===== src/rtl/memory_game_pkg.sv =====
// Shared types and helpers for the 4x4 memory game engine.
// State encoding, grid geometry, LFSR taps and flag decode.
package memory_game_pkg;

    typedef enum logic [2:0] {
        INIT  = 3'd0,
        GEN   = 3'd1,
        FLASH = 3'd2,
        PLAY  = 3'd3,
        WIN   = 3'd4,
        LOSE  = 3'd5
    } state_t;

    localparam int GRID_DIM = 4;

    // Taps 16,14,13,11 -> bits 15,13,12,10
    localparam logic [15:0] LFSR_TAPS = 16'hB400;

    function automatic logic [3:0] idx(
        input logic [1:0] row,
        input logic [1:0] col
    );
        return {row, col};
    endfunction

    // Flag order: {Qi, Qfo, Qp, Qg, Ql}; GEN still shows Qi
    function automatic logic [4:0] flags_of(input state_t s);
        logic [4:0] f;
        f = 5'b10000;
        case (s)
            INIT:    f = 5'b10000;
            GEN:     f = 5'b10000;
            FLASH:   f = 5'b01000;
            PLAY:    f = 5'b00100;
            WIN:     f = 5'b00010;
            LOSE:    f = 5'b00001;
            default: f = 5'b10000;
        endcase
        return f;
    endfunction

endpackage


===== src/rtl/memory_lfsr16.sv =====
// Free-running 16-bit Fibonacci LFSR used to pick target squares.
// Shifts left every cycle; feedback is the XOR of the tapped bits.
module memory_lfsr16
    import memory_game_pkg::*;
#(
    parameter logic [15:0] SEED = 16'hACE1
) (
    input  logic        clk,
    input  logic        reset_n,
    output logic [15:0] q
);

    // Advance one step per clock, reload the seed on reset
    always_ff @(posedge clk or negedge reset_n) begin
        if (!reset_n) begin
            q <= SEED;
        end else begin
            q <= {q[14:0], ^(q & LFSR_TAPS)};
        end
    end

endmodule


===== src/rtl/memory_game_sm.sv =====
// Game-state engine for the 4x4 memory test.
// Generates a pattern, flashes it, then tracks cursor and guesses.
module memory_game_sm
    import memory_game_pkg::*;
#(
    parameter int          NUM_TARGETS  = 4,
    parameter logic [31:0] FLASH_CYCLES = 32'd200_000_000,
    parameter logic [15:0] LFSR_SEED    = 16'hACE1
) (
    input  logic       clk,
    input  logic       reset_n,
    input  logic       btnU,
    input  logic       btnD,
    input  logic       btnL,
    input  logic       btnR,
    input  logic       btnC,
    output logic [3:0] A0,
    output logic [3:0] A1,
    output logic [3:0] A2,
    output logic [3:0] A3,
    output logic [3:0] B0,
    output logic [3:0] B1,
    output logic [3:0] B2,
    output logic [3:0] B3,
    output logic [1:0] X,
    output logic [1:0] Y,
    output logic       Qi,
    output logic       Qfo,
    output logic       Qp,
    output logic       Qg,
    output logic       Ql
);

    // A zero target count would never leave GEN usefully
    localparam logic [3:0] NT =
        (NUM_TARGETS == 0) ? 4'd1 : 4'(NUM_TARGETS);

    state_t      state;
    logic [4:0]  flags;
    logic [15:0] a;
    logic [15:0] b;
    logic [3:0]  hit_cnt;
    logic [3:0]  gen_cnt;
    logic [31:0] flash_cnt;
    logic [15:0] lfsr;
    logic [3:0]  gi;
    logic [3:0]  ci;

    memory_lfsr16 #(.SEED(LFSR_SEED)) u_lfsr (
        .clk     (clk),
        .reset_n (reset_n),
        .q       (lfsr)
    );

    assign gi = lfsr[3:0];
    assign ci = idx(X, Y);

    assign {A3, A2, A1, A0} = a;
    assign {B3, B2, B1, B0} = b;
    assign {Qi, Qfo, Qp, Qg, Ql} = flags;

    // Game FSM with registered board, cursor and state flags
    always_ff @(posedge clk or negedge reset_n) begin
        if (!reset_n) begin
            state     <= INIT;
            flags     <= flags_of(INIT);
            a         <= '0;
            b         <= '0;
            X         <= '0;
            Y         <= '0;
            hit_cnt   <= '0;
            gen_cnt   <= '0;
            flash_cnt <= '0;
        end else begin
            case (state)
                INIT: begin
                    a       <= '0;
                    b       <= '0;
                    X       <= '0;
                    Y       <= '0;
                    gen_cnt <= '0;
                    hit_cnt <= '0;
                    if (btnC) begin
                        state <= GEN;
                        flags <= flags_of(GEN);
                    end
                end
                GEN: begin
                    if (gen_cnt == NT) begin
                        state     <= FLASH;
                        flags     <= flags_of(FLASH);
                        flash_cnt <= '0;
                    end else if (!a[gi]) begin
                        a[gi]   <= 1'b1;
                        gen_cnt <= gen_cnt + 4'd1;
                    end
                end
                FLASH: begin
                    if (flash_cnt == FLASH_CYCLES - 32'd1) begin
                        state <= PLAY;
                        flags <= flags_of(PLAY);
                    end else begin
                        flash_cnt <= flash_cnt + 32'd1;
                    end
                end
                PLAY: begin
                    if (btnC) begin
                        if (!b[ci]) begin
                            b[ci] <= 1'b1;
                            if (a[ci]) begin
                                hit_cnt <= hit_cnt + 4'd1;
                                if (hit_cnt + 4'd1 == NT) begin
                                    state <= WIN;
                                    flags <= flags_of(WIN);
                                end
                            end else begin
                                state <= LOSE;
                                flags <= flags_of(LOSE);
                            end
                        end
                    end else begin
                        case ({btnU, btnD})
                            2'b10:   X <= X - 2'd1;
                            2'b01:   X <= X + 2'd1;
                            default: ;
                        endcase
                        case ({btnL, btnR})
                            2'b10:   Y <= Y - 2'd1;
                            2'b01:   Y <= Y + 2'd1;
                            default: ;
                        endcase
                    end
                end
                WIN, LOSE: begin
                    // Clear on the way out so INIT shows an empty board at once
                    if (btnC) begin
                        state   <= INIT;
                        flags   <= flags_of(INIT);
                        a       <= '0;
                        b       <= '0;
                        X       <= '0;
                        Y       <= '0;
                        hit_cnt <= '0;
                        gen_cnt <= '0;
                    end
                end
                default: begin
                    state <= INIT;
                    flags <= flags_of(INIT);
                end
            endcase
        end
    end

endmodule

===== config.mk =====
export PLATFORM = sky130hd
export DESIGN_NAME = memory_game_sm
export DESIGN_NICKNAME = d
export VERILOG_FILES = /design/src/rtl/memory_game_pkg.sv /design/src/rtl/memory_lfsr16.sv /design/src/rtl/memory_game_sm.sv
export SDC_FILE = /design/constraint.sdc
export NUM_CORES = 1
export LEC_CHECK = 0
export CAP_MARGIN = 20
export CORE_MARGIN = 3
export CORE_UTILIZATION = 52
export CTS_CLUSTER_DIAMETER = 80
export CTS_CLUSTER_SIZE = 12
export DETAILED_ROUTE_END_ITERATION = 10
export HOLD_SLACK_MARGIN = 0.1
export PLACE_DENSITY = 0.74
export SETUP_SLACK_MARGIN = 0.3
export SYNTH_ARGS = -nofsm -noshare
export SYNTH_HDL_FRONTEND = slang
export SYNTH_SLANG_ARGS = --single-unit

===== constraint.sdc =====
create_clock -name clk -period 6.44 [get_ports clk]
set_input_delay 0.966 -clock clk [delete_from_list [all_inputs] [get_ports clk]]
set_output_delay 0.966 -clock clk [all_outputs]
set_load 0.02 [all_outputs]

==> run summary, run 1 <==
* completed — run status
* 3.22 ns — WP data arrival
* 236 nW/um2 — cell area power density
* 47 — Port Buffers
* 100% — share of flip-flops with an asynchronous set or reset after synthesis
* 4 — First-pass DRT Iterations
* 0 — post-CTS setup buffer count
* 50.7% — sequential element share of the synthesized area
* 0.00244 uW — leakage power figure
* 0 — total setup violations reported at the end of the flow
* 58 — count of different cell masters after synthesis
* clkbuf_8 — buffer cell driving the clock tree root
* 0.846 — gpl congestion
* 9 — Num CTS Buffers
* 485 — syn_nets
* 0 — maxcap violations
* 0 — antenna viol nets, final
* primary input — startpoint class of the critical path
* 6.69 ns — data required time of the worst path
* 45.9% — Yosys top cell area share
* 10.5 mm — routed wire length
* 3764 — vias after detailed routing
* 10.5 um2 — Syn Area/Cell
* 32 — largest fanout on the critical path
* 0 — total DRC errors in the routed layout
* 0 — initial antenna violation count
* 0 ns — setup_tns
* in2reg — kind of critical path
* 0.336 GHz — maximum clock frequency
* 2.98 ns — time the final worst path needs with I/O delays and setup
* 100 — sinks on the clock net
* 48 — top-level port count
* 10700 um2 — die outline area
* 9240 um2 — area of the core region
* 4960 um2 — post-synthesis instance area
* 146 — 1st-iter DRT viols
* 0.10 ns — CTS clk-pin slew, worst paths
* 91 x dfrtp_1, 73 x nor2_1, 31 x nand2_1 — most numerous cell types in the synthesized netlist
* false — setup repair after global routing missed its margin
* 0 — total grt overflow
* dfrtp_1 — cell taking the most area after synthesis
* 100 — number of synthesized register bits
* 2 — buffer levels on the longest clock path
* 18.1 mm — first-pass GRT wire length
* 0 — Ys Warns
* 0.871 ns — Worst-Margin Slew
* 0 — number of flops mapped to enable cells by yosys
* 10.5% — share of final-layout standard cells stronger than drive strength 1
* 104 um — Die X-Extent
* 0 — Resized Gates After CTS
* 3.46 ns — Setup WS post-layout
* 3 — Max H-tree Level
* 7.33 mm — detailed-placement wirelength estimate
* 0 — antenna fix cells
* 5.84 — number of vias per cell
* 15.4% — post-synthesis to final-layout area growth
* flip-flop — endpoint type of the worst setup path
* dfrtp_1 46%, nor2_1 5.5%, xor2_1 4.9%, dfstp_2 4.8%, mux4_2 3.6% — top cells by area, synth
* 104 um — die height
* 53.7% — Starting Density
* yes — CTS tree
* 46.2% — share of the clock period used by the worst path
* 1350 uW — Power, Total
* 2510 um2 — area taken by flip-flops and latches
* 0.36 ns — Clock Latency Late Sink
* 755 — filler cell count
* 0.145 mV — peak supply drop
* reg2reg — Hold/Removal Path Class
* 20.3% — GRT Util Overall
* 62 — largest net degree at the start of global routing
* 2330 um2 — multi-input combinational cell area
* 472 — Cells after Synth
* 0.356 ns — minimum hold slack
* 16.2 um — average detailed-routed wire length per instance
* dfrtp_1 — top-count cell post-synth
* 524 — number of nets in the layout
* 0 — hold violation count in the final report
* 35 — placement row count
* 0 — hold buffer count at CTS
* 3.14 ns — worst setup timing slack at the placement stage
* 41.1% — relative slew slack
* 0 — Final Max Tran Viols
* 3810 — via count of the first global-routing pass
* 0.0143 ns — Setup Skew
* dfrtp_1 — Main synth FF type
critical path: stages:
cell and delay [ns]:
clkdlybuf4s50_1 0.60, nor2b_1 0.12, nor3_2 0.12, buf_4 0.34
a21o_1 0.14, and3_1 0.42, o21ai_0 0.21, mux2_2 0.30
cell families after synthesis:
logic type                 count (synthesis)  share of synthesized area (%)
muxes                                     21                           7.49
buffers and inverters                     30                           2.62
DFF                                      100                           50.7
and+or+nand+nor                          199                           20.6
adders and majority gates                  6                           1.51
AOI/OAI and AO/OA                         82                           11.1
xor gates and xnor gates                  34                           6.00
metal layers:
layer	global-route usage (%)	share of wire [%]
met5	0	0
met4	5.98	1.6
met3	4.74	5.0
met2	32.1	48
met1	28.4	46
area by class of cell:
class | count | share of cell area [%]
Inverter | 7 | 0.459
Multi-Input combinational cell | 342 | 40.6
Tap cell | 129 | 2.82
Clock inverter | 6 | 1.22
Sequential cell | 100 | 43.9
Clock buffer | 10 | 2.23
Timing Repair Buffer | 51 | 8.70
state kept, by name (all words and copies together), names as in the netlist, 3 cells and up:
| register | cells |
|---|---|
| flash_cnt | 32 |
| a | 16 |
| b | 16 |
| u_lfsr.q | 16 |
| flags | 5 |
| gen_cnt | 4 |
| hit_cnt | 4 |
| state | 3 |
stage by stage:
step	utilization [%]	cells	instance area, um2
after floorplan	-	472	4960
after global placement	59.8	629	5530
after detailed placement	59.8	629	5530
after CTS	61.9	645	5720
after global routing	61.9	645	5720
final	61.9	645	5720
cell usage in the layout (no fill, tap or decap), types with 4 or more instances in the layout:
| master | synthesis | routed |
|---|---|---|
| a31oi_1 | 12 | 12 |
| or3_1 | 6 | 6 |
| a21oi_1 | 22 | 22 |
| xor2_1 | 28 | 28 |
| and3_1 | 5 | 5 |
| dfstp_2 | 9 | 9 |
| dfrtp_1 | 91 | 91 |
| mux2_2 | 6 | 6 |
| ha_1 | 6 | 6 |
| xnor2_1 | 6 | 6 |
| inv_1 | 7 | 7 |
| o21ai_0 | 15 | 15 |
| nor3_1 | 6 | 4 |
| nor4_1 | 4 | 4 |
| clkdlybuf4s50_1 | 0 | 46 |
| and2_1 | 4 | 4 |
| buf_4 | 0 | 5 |
| nand2_1 | 31 | 31 |
| clkbuf_8 | 0 | 9 |
| nand4_1 | 13 | 13 |
| nand3_1 | 22 | 22 |
| nor2b_1 | 11 | 11 |
| o31ai_1 | 4 | 4 |
| nor4b_1 | 4 | 4 |
| mux4_2 | 8 | 8 |
| nor2_1 | 73 | 73 |
report_power, final:
part | internal (uW) | total, uW | switching, uW
registers | 650 | 680 | 30.3
clock network | 184 | 405 | 221
logic | 93.7 | 264 | 170
worst paths after layout:
| check | start | end | slack, ns | cells past startpoint |
|---|---|---|---|---|
| worst max register to register | X[0] | flags[4] | 3.70 | 6 |
| min in group asynchronous | reset_n | flash_cnt[21] | 0.58 | 1 |
| max in group asynchronous | reset_n | u_lfsr.q[12] | 4.75 | 2 |
| worst min-delay path | u_lfsr.q[8] | u_lfsr.q[9] | 0.36 | 0 |
| worst min register to register | u_lfsr.q[8] | u_lfsr.q[9] | 0.36 | 0 |
| worst max-delay path | btnC | hit_cnt[0] | 3.46 | 8 |
Note: power is estimated with default switching activity, not from simulation.
==> run 2, diff against run 1 <==
Settings changed: PLACE_DENSITY 0.74 to 0.77.
Clock period 6.44 ns to 2.7 ns, I/O delays scaled along.
==> run summary, run 2 (synthesis results as in run 1) <==
* 0 — maxcap violations, unchanged
* 0.430 GHz — maximum clock frequency
* 32 — number of flip-flops in the largest register, unchanged
* 89 x dfrtp_1, 71 x nor2_1, 46 x clkdlybuf4s50_1 — most frequent cells in the layout, was 91 x dfrtp_1, 73 x nor2_1, 46 x clkdlybuf4s50_1
* gen_cnt[3] — reg2reg end, was flags[4]
* 22.0% — GRT Util Overall, was 20.3%
* yes — CTS tree, unchanged
* 0.00254 uW — leakage power figure, was 0.00244 uW
* 7.77 mm — detailed-placement wirelength estimate, was 7.33 mm
* 553 nW/um2 — cell area power density, was 236 nW/um2
* flip-flop — startpoint class of the critical path, was primary input
* 0.303 mV — peak supply drop, was 0.145 mV
* 104 um — die height, unchanged
* 0 — hold buffer count at CTS, unchanged
* 2.95 ns — data required time of the worst path, was 6.69 ns
* 3943 — via count of the first global-routing pass, was 3810
* 5 — largest fanout on the critical path, was 32
* 11.7 mm — routed wire length, was 10.5 mm
* flip-flop — endpoint type of the worst setup path, unchanged
* 2 — buffer levels on the longest clock path, unchanged
* 0 — total grt overflow, unchanged
* 0 — total DRC errors in the routed layout, unchanged
* 100 — sinks on the clock net, unchanged
* 17.6 um — average detailed-routed wire length per instance, was 16.2 um
* 0 — total setup violations reported at the end of the flow, unchanged
* 0.09 ns — CTS clk-pin slew, worst paths, was 0.10 ns
* 3 — Max H-tree Level, unchanged
* 0 ns — setup_tns, unchanged
* 10700 um2 — die outline area, unchanged
* 0 — hold violation count in the final report, unchanged
* 0.726 ns — Worst-Margin Slew, was 0.871 ns
* dfrtp_1 — leading cell type in the layout, fill and taps excluded, unchanged
* 51.6% — relative slew slack, was 41.1%
* 16.9% — share of final-layout standard cells stronger than drive strength 1, was 10.5%
* 5.94 — number of vias per cell, was 5.84
* completed — run status, unchanged
* 19.3 mm — first-pass GRT wire length, was 18.1 mm
* 305 — 1st-iter DRT viols, was 146
* 0.37 ns — Clock Latency Late Sink, was 0.36 ns
* 9 — Num CTS Buffers, unchanged
* 0.865 — gpl congestion, was 0.846
* 57 — largest net degree at the start of global routing, was 62
* 0 — Final Max Tran Viols, unchanged
* 47 — Port Buffers, unchanged
* u_lfsr.q[0] — Crit Reg-Reg Startpoint, was X[0]
* in2async — Hold/Removal Path Class, was reg2reg
* 0 — initial antenna violation count, unchanged
* 6 — FF-to-FF path depth, unchanged
* 53.7% — Starting Density, unchanged
* 5 — First-pass DRT Iterations, was 4
* 3965 — vias after detailed routing, was 3764
* 9240 um2 — area of the core region, unchanged
* 0 — antenna fix cells, unchanged
* clkbuf_8 — buffer cell driving the clock tree root, unchanged
* 19.9% — post-synthesis to final-layout area growth, was 15.4%
* 2.32 ns — time the final worst path needs with I/O delays and setup
* 0.38 ns — r2r setup slk, was 3.70 ns
* 547 — number of nets in the layout, was 524
* 0.0172 ns — Setup Skew, was 0.0143 ns
* 2.57 ns — WP data arrival, was 3.22 ns
* 86.1% — share of the clock period used by the worst path
* 35 — placement row count, unchanged
* 0.0858 ns — minimum hold slack, was 0.356 ns
* reg2reg — kind of critical path, was in2reg
* 0 — antenna viol nets, final, unchanged
* flash_cnt — Biggest register, unchanged
* 104 um — Die X-Extent, unchanged
* 48 — top-level port count, unchanged
* true — setup repair after global routing missed its margin, was false
-- run 2: metrics by stage --
step	instances	util, %	setup slack (ns)	total power (uW)	instance area [um2]
finish	668	64.3	0.376	3290	5950
global route	668	64.3	0.260	3450	5950
CTS	659	63.2	0.305	3260	5840
detailed placement	641	60.8	0.265	2290	5620
global placement	641	60.8	0.334	2280	5620
floorplan	472	-	0.402	2090	4960
-- run 2: timing repair --
| item | 4_1_cts | 5_1_grt |
|---|---|---|
| endpoints found under the hold margin | 0 | 0 |
| pin swaps | 1 | 7 |
| setup endpoints to repair | 6 | 16 |
| gates cloned | 0 | 1 |
| resized for setup | 2 | 18 |
| buffers inserted | 2 | 8 |
-- run 2: worst max path at each step --
stage                  start          to  slack, ns  cells after the start
2_1_floorplan           X[1]    state[0]       0.40                      7
3_5_place_dp     u_lfsr.q[0]  gen_cnt[3]       0.26                      6
5_1_grt          u_lfsr.q[0]  gen_cnt[0]       0.26                      5
6_report         u_lfsr.q[0]  gen_cnt[3]       0.38                      6
4_1_cts        flash_cnt[11]    state[0]       0.31                      6
3_3_place_gp     u_lfsr.q[0]  gen_cnt[0]       0.33                      5
-- run 2: worst max-delay path: stages, from the launching register on --
cell     delay [ns]
dfstp_2        0.63
mux4_2         0.53
mux4_2         0.54
nor2_4         0.11
nand4_1        0.11
xor2_1         0.22
nor2_2         0.05
-- run 2: cell type report --
class,instances,area (um2)
fill,727,3290
sequential,100,2520
multi-input combinational,343,2380
timing repair buffer,73,663
tap,129,161
clock buffer,13,149
clock inverter,3,46.3
inverter,7,26.3
-- run 2: metal layers --
| layer | up-vias | global-route usage [%] | share of wire [%] |
|---|---|---|---|
| met1 | 1960 | 29.0 | 43 |
| met5 | - | 0 | 0 |
| met2 | 161 | 36.5 | 49 |
| met4 | 0 | 5.79 | 1.4 |
| li1 | 1823 | - | - |
| met3 | 21 | 5.73 | 6.2 |
-- run 2: where the power goes --
| group | total [uW] | leakage [uW] | switching, uW | internal, uW |
|---|---|---|---|---|
| registers | 1610 | 0.00136 | 57.5 | 1550 |
| clock network | 961 | 0.0000938 | 503 | 457 |
| logic | 717 | 0.00109 | 452 | 264 |
